<file path="src/rtl/satatb_rxlock.sv">
// satatb_rxlock: SATA rx word-alignment/lock controller; `define SATATB_RXLOCK_STATS_EN adds error/slip counters
module satatb_rxlock #(
  parameter logic [31:0] ALIGN_PRIM   = 32'h7b4a4abc,
  parameter int          HUNT_TIMEOUT = 64,
  parameter int          SLIP_WAIT    = 8,
  parameter int          LOCK_COUNT   = 4,
  parameter int          ERR_THRESH   = 4
) (
  input  logic        i_clk,
  input  logic        i_reset,
  input  logic        S_VALID,
  output logic        S_READY,
  input  logic        S_ILLEGAL,
  input  logic        S_CTRL,
  input  logic [31:0] S_DATA,
  output logic        o_slip,
  output logic [5:0]  o_slip_pos,
  output logic        o_locked,
  output logic        o_lost_lock,
  output logic        M_VALID,
  output logic        M_CTRL,
  output logic [31:0] M_DATA
`ifdef SATATB_RXLOCK_STATS_EN
  ,
  output logic [15:0] o_err_count,
  output logic [15:0] o_slip_count
`endif
);
  localparam int TW = $clog2(HUNT_TIMEOUT + 1);
  localparam int AW = $clog2(LOCK_COUNT + 1);
  localparam int WW = $clog2(SLIP_WAIT + 1);
  localparam logic [TW-1:0] TO_LAST = TW'(HUNT_TIMEOUT - 1);
  localparam logic [TW-1:0] TO_MAX  = TW'(HUNT_TIMEOUT);
  localparam logic [AW-1:0] AL_MAX  = AW'(LOCK_COUNT);
  localparam logic [WW-1:0] WT_LAST = WW'(SLIP_WAIT - 1);
  localparam logic [3:0]    ER_MAX  = 4'(ERR_THRESH);
  typedef enum logic [2:0] {ST_HUNT, ST_SLIP, ST_WAIT, ST_CHECK, ST_LOCKED} state_t;
  state_t state, nxt;
  logic [TW-1:0] to_cnt, to_n;
  logic [AW-1:0] al_cnt, al_n;
  logic [WW-1:0] wt_cnt, wt_n;
  logic [3:0]    er_cnt, er_n;
  logic          hit, bad;
  assign hit      = S_VALID && S_CTRL && !S_ILLEGAL && S_DATA == ALIGN_PRIM;
  assign bad      = S_VALID && S_ILLEGAL;
  assign S_READY  = 1'b1;
  assign o_locked = state == ST_LOCKED;
  always_comb begin
    nxt  = state;
    to_n = to_cnt;
    al_n = al_cnt;
    wt_n = wt_cnt;
    er_n = er_cnt;
    case (state)
      ST_HUNT:
        if (hit) begin
          nxt  = LOCK_COUNT == 1 ? ST_LOCKED : ST_CHECK;
          al_n = AW'(1);
          to_n = '0;
          er_n = '0;
        end else if (bad || (S_VALID && to_cnt == TO_LAST)) nxt = ST_SLIP;
        else if (S_VALID) to_n = to_cnt + 1'b1;
      ST_SLIP: begin
        nxt  = ST_WAIT;
        wt_n = '0;
      end
      ST_WAIT:
        if (wt_cnt == WT_LAST) begin
          nxt  = ST_HUNT;
          to_n = '0;
        end else wt_n = wt_cnt + 1'b1;
      ST_CHECK:
        if (bad) nxt = ST_SLIP;
        else if (hit) begin
          al_n = al_cnt + 1'b1;
          to_n = '0;
          if (al_n == AL_MAX) begin
            nxt  = ST_LOCKED;
            er_n = '0;
          end
        end else if (S_VALID) begin
          to_n = to_cnt + 1'b1;
          if (to_n == TO_MAX) nxt = ST_SLIP;
        end
      ST_LOCKED:
        if (bad) begin
          er_n = er_cnt + 1'b1;
          if (er_n == ER_MAX) begin
            nxt  = ST_HUNT;
            to_n = '0;
            er_n = '0;
          end
        end else if (hit && er_cnt != 4'd0) er_n = er_cnt - 1'b1;
      default: nxt = ST_HUNT;
    endcase
  end
  // slip pulse and position update together on entry to SLIP, so o_slip_pos only moves with o_slip
  always_ff @(posedge i_clk) begin
    if (i_reset) begin
      state       <= ST_HUNT;
      to_cnt      <= '0;
      al_cnt      <= '0;
      wt_cnt      <= '0;
      er_cnt      <= '0;
      o_slip      <= 1'b0;
      o_slip_pos  <= '0;
      o_lost_lock <= 1'b0;
      M_VALID     <= 1'b0;
      M_CTRL      <= 1'b0;
      M_DATA      <= '0;
    end else begin
      state       <= nxt;
      to_cnt      <= to_n;
      al_cnt      <= al_n;
      wt_cnt      <= wt_n;
      er_cnt      <= er_n;
      o_slip      <= nxt == ST_SLIP;
      o_lost_lock <= state == ST_LOCKED && nxt == ST_HUNT;
      M_VALID     <= S_VALID && state == ST_LOCKED;
      if (nxt == ST_SLIP) o_slip_pos <= o_slip_pos == 6'd39 ? 6'd0 : o_slip_pos + 6'd1;
      if (S_VALID) begin
        M_CTRL <= S_CTRL;
        M_DATA <= S_DATA;
      end
    end
  end
`ifdef SATATB_RXLOCK_STATS_EN
  always_ff @(posedge i_clk) begin
    if (i_reset) begin
      o_err_count  <= '0;
      o_slip_count <= '0;
    end else begin
      if (state == ST_LOCKED && bad && o_err_count != 16'hffff) o_err_count <= o_err_count + 16'd1;
      if (nxt == ST_SLIP && o_slip_count != 16'hffff) o_slip_count <= o_slip_count + 16'd1;
    end
  end
`endif
endmodule

</file>
<file path="config.mk">
export PLATFORM = sky130hd
export DESIGN_NAME = satatb_rxlock
export DESIGN_NICKNAME = d
export VERILOG_FILES = /design/src/rtl/satatb_rxlock.sv
export SDC_FILE = /design/constraint.sdc
export NUM_CORES = 1
export LEC_CHECK = 0
export ABC_CLOCK_PERIOD_IN_PS = 3000
export CORE_AREA = 5 5 95 97
export CTS_CLUSTER_DIAMETER = 50
export CTS_CLUSTER_SIZE = 20
export DETAILED_ROUTE_END_ITERATION = 8
export DIE_AREA = 0 0 100 102
export PLACE_DENSITY = 0.66
export SYNTH_ARGS = -nofsm -noshare
export SYNTH_HDL_FRONTEND = slang
export SYNTH_SLANG_ARGS = --single-unit
</file>
<file path="constraint.sdc">
create_clock -name i_clk -period 3 [get_ports i_clk]
set_clock_uncertainty 0.05 [all_clocks]
set_input_delay 0.3 -clock i_clk [delete_from_list [all_inputs] [get_ports i_clk]]
set_output_delay 0.3 -clock i_clk [all_outputs]
set_load 0.02 [all_outputs]
</file>
# [Word level (Yosys, flattened, before mapping)]
# Cells that the tools add are included.
[word_totals] ff_bits=63 in_bits=37 out_inout_bits=44 wordCells=95
[op_classes] add_sub_neg=6 eq_ne=22 mux=35 reduce_logical=21
[op_table] cell="2-to-1 mux 7 bit" n=8
[op_table] cell="2-to-1 mux 3 bit" n=13
[op_table] cell="== test 32 x 31 -> 1 bit, second input constant" n=1
[op_table] cell="2-to-1 mux 4 bit" n=8
[op_table] cell="one-hot mux 7 bit (4 select lines)" n=1
[op_table] cell="one-hot mux 3 bit (5 select lines)" n=1
[op_table] cell="inequality test 2 bit, second input constant" n=6
[op_table] cell="one-hot mux 4 bit (3 select lines)" n=1
[op_table] cell="AND reduction 6 bit" n=2
[op_table] cell="adder 4 x 1 -> 4 bit, second input constant" n=2
[op_table] cell="== test 4 x 3 -> 1 bit, second input constant" n=2
[op_table] cell="logical AND 1 bit" n=8
[op_table] cell="one-hot mux 4 bit (2 select lines)" n=1
[op_table] cell="nonzero test 4 bit" n=2
[op_table] cell="adder 7 x 1 -> 7 bit, second input constant" n=1
[op_table] cell="== test 7 x 6 -> 1 bit, second input constant" n=1
[op_table] cell="== test 7 bit, second input constant" n=1
[op_table] cell="adder 6 x 1 -> 6 bit, second input constant" n=1
[op_table] cell="== test 3 x 1 -> 1 bit, second input constant" n=2
[op_table] cell="== test 3 x 2 -> 1 bit, second input constant" n=2
[op_table] cell="== test 3 bit, second input constant" n=2
[op_table] cell="== test 6 bit, second input constant" n=1
[op_table] cell="zero test 3 bit" n=2
[op_table] cell="2-to-1 mux 6 bit" n=1
[op_table] cell="other kinds (12)" n=14

# [Longest topological paths before layout]
# Gate-level depths: netlist (run 1).
[depth] word_depth=9 ltp_mapped=10 ltp_nobuf=8

# [Worst setup path before layout (run 1)]
# No wires, ideal clock.
[synth_timing] path_kind="input -> register" from="input port S_DATA[8]" to="register o_slip_pos[0]" setup_time_ps=121 arrival_time_ps=2281 required_ps=2829 slack_ps=548 cell_stages=7 n_path_buf=1 path_cell_list="nand4b_1 > or4_1 > buf_2 > or3_1 > a31o_2 > or3_4 > mux2_4"
[synth_between] elab_chain_cells=6 word_cells_on_any_way=7 cone_classes="eq/ne: 2; mux: 4; reduce/logical: 1"
[synth_rtl] item="from (decl)" line_no="15" text="input logic [31:0] S_DATA,"
[synth_rtl] item="== test 32 x 31 -> 1 bit *" line_no="44" text="assign hit = S_VALID && S_CTRL && !S_ILLEGAL && S_DATA == ALIGN_PRIM;"
[synth_rtl] item="logical AND 1 bit *" line_no="44"
[synth_rtl] item="2-to-1 mux 3 bit" line_no="74" text="else if (hit) begin"
[synth_rtl] item="2-to-1 mux 3 bit" line_no="73" text="if (bad) nxt = ST_SLIP;"
[synth_rtl] item="one-hot mux 3 bit (5 select lines) *" line_no="54" text="case (state)"
[synth_rtl] item="== test 3 x 1 -> 1 bit *" line_no="120" text="if (nxt == ST_SLIP) o_slip_pos <= o_slip_pos == 6'd39 ? 6'd0 : o_slip_pos + 6'd1;"
[synth_rtl] item="to (signal assigned)" line_no="120"
[synth_rtl] item="to (decl)" line_no="17" text="output logic [5:0] o_slip_pos,"
# Every way passes the cells marked *; elsewhere a longest branch is shown, timed or not.
# A chain may end at the register's enable or synchronous reset.

# [Final worst setup path (run 1)]
[layout_timing] from="register state[0]" to="output port o_locked"
[layout_between] elab_chain_cells=1
[layout_rtl] item="from (decl)" line_no="38" text="state_t state, nxt;"
[layout_rtl] item="from (signal assigned)" line_no="112" text="state <= nxt;"
[layout_rtl] item="== test 3 bit" line_no="47" text="assign o_locked = state == ST_LOCKED;"
[layout_rtl] item="to (decl)" line_no="18" text="output logic o_locked,"
# Every way passes these cells.

==> metrics.cfg, run 1 <==
[floorplan]
dieWidth_um=100
rows=33
die_h_um=102
core_area_um2=8050
initial_core_util_pct=38.6
boundaryPins=81
dieArea_um2=10200

[synthesis]
ys_top_cells_by_count=dfxtp_1 (63), nor2_1 (47), mux2i_1 (37)
synth_top_area_share_pct=40.5
synth.distinct_cells=61
synth_edf_count=0
ys_seq_area_share_pct=40.5
yosys_warnings=0
synth_area_um2=3110
synthArstFlopShare_pct=0
postSynthAreaPerCell_um2=9.02
ys_ff_latch=63
yosysMostFrequentCell=dfxtp_1
synth_area_leaders=dfxtp_1 (41%), mux2i_1 (12%), nor2_1 (5.7%)
yosysTopAreaCell=dfxtp_1
ys.flop_type=dfxtp_1
syn_inst=345
synth_nets=390

[place]
gp_congestion=0.832
post-place-ws_ns=0.0501
port_buffers=79
hpwlAfterDp_mm=5.65
placed_cell_area_um2=4040

[route]
vias_per_cell=5.25
drt_wl_total_mm=7.68
wl_per_cell_um=14.3
ant_nets=0
drt_iter0_drc=102
firstDrtPassIters=4
drcViolationCount=0
vias=2822

[clock_tree]
insertion_delay_ns=0.34
ctsHoldBuffers=0
cts_tree=done
cts_setup_buffers=0
htreeDepth=3
clk_pin_slew_ns=0.07
clock-sinks=63
ctsResizeCount=0
cts_made_buffers=9
cts-root-buf=clkbuf_8
ctsLongestPathBuffers=2

[timing]
holdWs_ns=0.276
drv_slew=0
worst_pin_slew_ns=0.501
fin_setup_tns_ns=0
grt_setup_unrepaired=false
finalWorstPathRequiredPeriod_ns=2.65
timing.fmax_ghz=0.378
slew_headroom_pct=66.1
timing.final.crit_share_pct=88.3
setup_viol=0
finalHoldViolations=0
finalWorstSetupSlack_ns=0.351

[critical_path]
worstPathArrival_ns=2.30
slowest_delay_ns=0.61
cpMostUsedCell=or2_2
worstSetupStartpointType=flop
crit_type=reg -> out
critical_path_buf_inv_count=2
crit_fanout=13
cpLargestDelayFamily=simple AND/OR/NAND/NOR gates
crit_chain=or2_2, or2_2, inv_1, clkdlybuf4s50_1
end_kind=output port
cp_data_required_time_ns=2.65
slowest_stage=clkdlybuf4s50_1

[global_routing]
grt_pass1_vias=2766
globalRouteOverflowTotal=0
grt_pass1_wl_mm=13.0
grt_max_degree=41
grt_usage_pct=15.6
antenna_found_initial=0

[layout]
syn_to_final_growth_pct=38.5
diodes=0
nNetsFinal=473
drive_above_1_share_pct=10.2
design_area_um2=4310

[outcome]
status=finished, final reports clean

[hold_path]
hp-class=in -> reg

[run]
drv_cap=0

[power]
pwr_density_cell_nw_per_um2=505
power_uw=2170
peakVddDrop_mv=0.308
p_leak_uw=0.00168

==> cell families after synthesis <==
| logic type | count (synthesis) | synth area share, % |
|---|---|---|
| DFF | 63 | 40.5 |
| other | 1 | 0.121 |
| and+or+nand+nor | 137 | 24.1 |
| muxes | 40 | 13.1 |
| adders and majority gates | 8 | 3.22 |
| xor gates and xnor gates | 5 | 1.41 |
| AOI/OAI and AO/OA | 58 | 13.2 |
| buffers and inverters | 33 | 4.34 |
==> cell usage in the layout, fill, tap and decap left out, types with 4 or more instances in the layout <==
master | Yosys | final
nor2b_1 | 5 | 5
a21oi_1 | 17 | 17
clkdlybuf4s50_1 | 0 | 77
o21ai_0 | 5 | 5
nand3b_1 | 4 | 4
inv_1 | 11 | 11
ha_1 | 8 | 8
nor4bb_1 | 5 | 5
o32ai_1 | 4 | 4
nand2_1 | 17 | 17
nand4_1 | 5 | 5
nand2b_1 | 5 | 5
clkbuf_8 | 0 | 9
nand3_1 | 9 | 9
nor3_1 | 5 | 5
buf_4 | 2 | 15
bufinv_16 | 0 | 4
nor2_1 | 47 | 47
a31oi_1 | 4 | 4
mux2i_1 | 37 | 37
or3_1 | 7 | 7
nor4_1 | 6 | 6
dfxtp_1 | 63 | 63
==> metrics by stage <==
stage | instances | util [%]
2_1_floorplan | 345 | -
3_3_place_gp | 522 | 50.2
3_5_place_dp | 522 | 50.2
4_1_cts | 538 | 53.5
5_1_grt | 538 | 53.5
6_report | 538 | 53.5
==> final timing paths <==
kind	start	end	slack, ns	depth (start not counted)
setup / recovery	state[0]	o_locked	0.35	4
hold reg to reg	M_CTRL	M_CTRL	0.41	2
setup reg to reg	to_cnt[0]	o_slip_pos[3]	0.43	7
hold / removal	S_VALID	M_CTRL	0.28	3
==> flip-flops by register name (all words and copies together), names as in the netlist, 3 cells and up <==
name	count
state	3
to_cnt	7
M_DATA	32
er_cnt	4
al_cnt	3
wt_cnt	4
o_slip_pos	6
==> final cells by class <==
| type | instances | area, um2 |
|---|---|---|
| Multi-Input combinational cell | 249 | 1710 |
| Clock inverter | 7 | 144 |
| Inverter | 11 | 41.3 |
| Sequential cell | 63 | 1260 |
| Fill cell | 750 | 3740 |
| Timing Repair Buffer | 94 | 893 |
| Clock buffer | 9 | 124 |
| Tap cell | 105 | 131 |
==> power by group <==
part           internal (uW)  switching (uW)  total, uW
sequential               870            25.6        895
clock                    639             344        982
combinational            154             143        297
total                   1660             512       2170
==> worst reg2reg max path, cell delays in order (launching register included) <==
cell and delay (ns):
dfxtp_1 0.45, ha_1 0.26, nand3_1 0.20, nor3_1 0.32, o2111ai_1 0.17, a31o_2 0.34
nor4b_1 0.32, mux2_1 0.35
==> per-layer routing <==
metal  up-vias  track usage [%]  share of wire, %
met5         -                0                 0
li1       1424                -                 -
met2        89             23.1                42
met1      1297             19.8                45
met4         0             6.42               1.7
met3        12             6.89                11
(Power assumes the default switching activity.)
==> run 2, diff against run 1 <==
--- a/config.mk
+++ b/config.mk
@@ -6,6 +6,7 @@
 export NUM_CORES = 1
 export LEC_CHECK = 0
 export ABC_CLOCK_PERIOD_IN_PS = 3000
+export CAP_MARGIN = 20
 export CORE_AREA = 5 5 95 97
 export CTS_CLUSTER_DIAMETER = 50
 export CTS_CLUSTER_SIZE = 20
==> results of run 2 <==
Same layout as run 1: the final DEF is identical, and so are final timing and power.
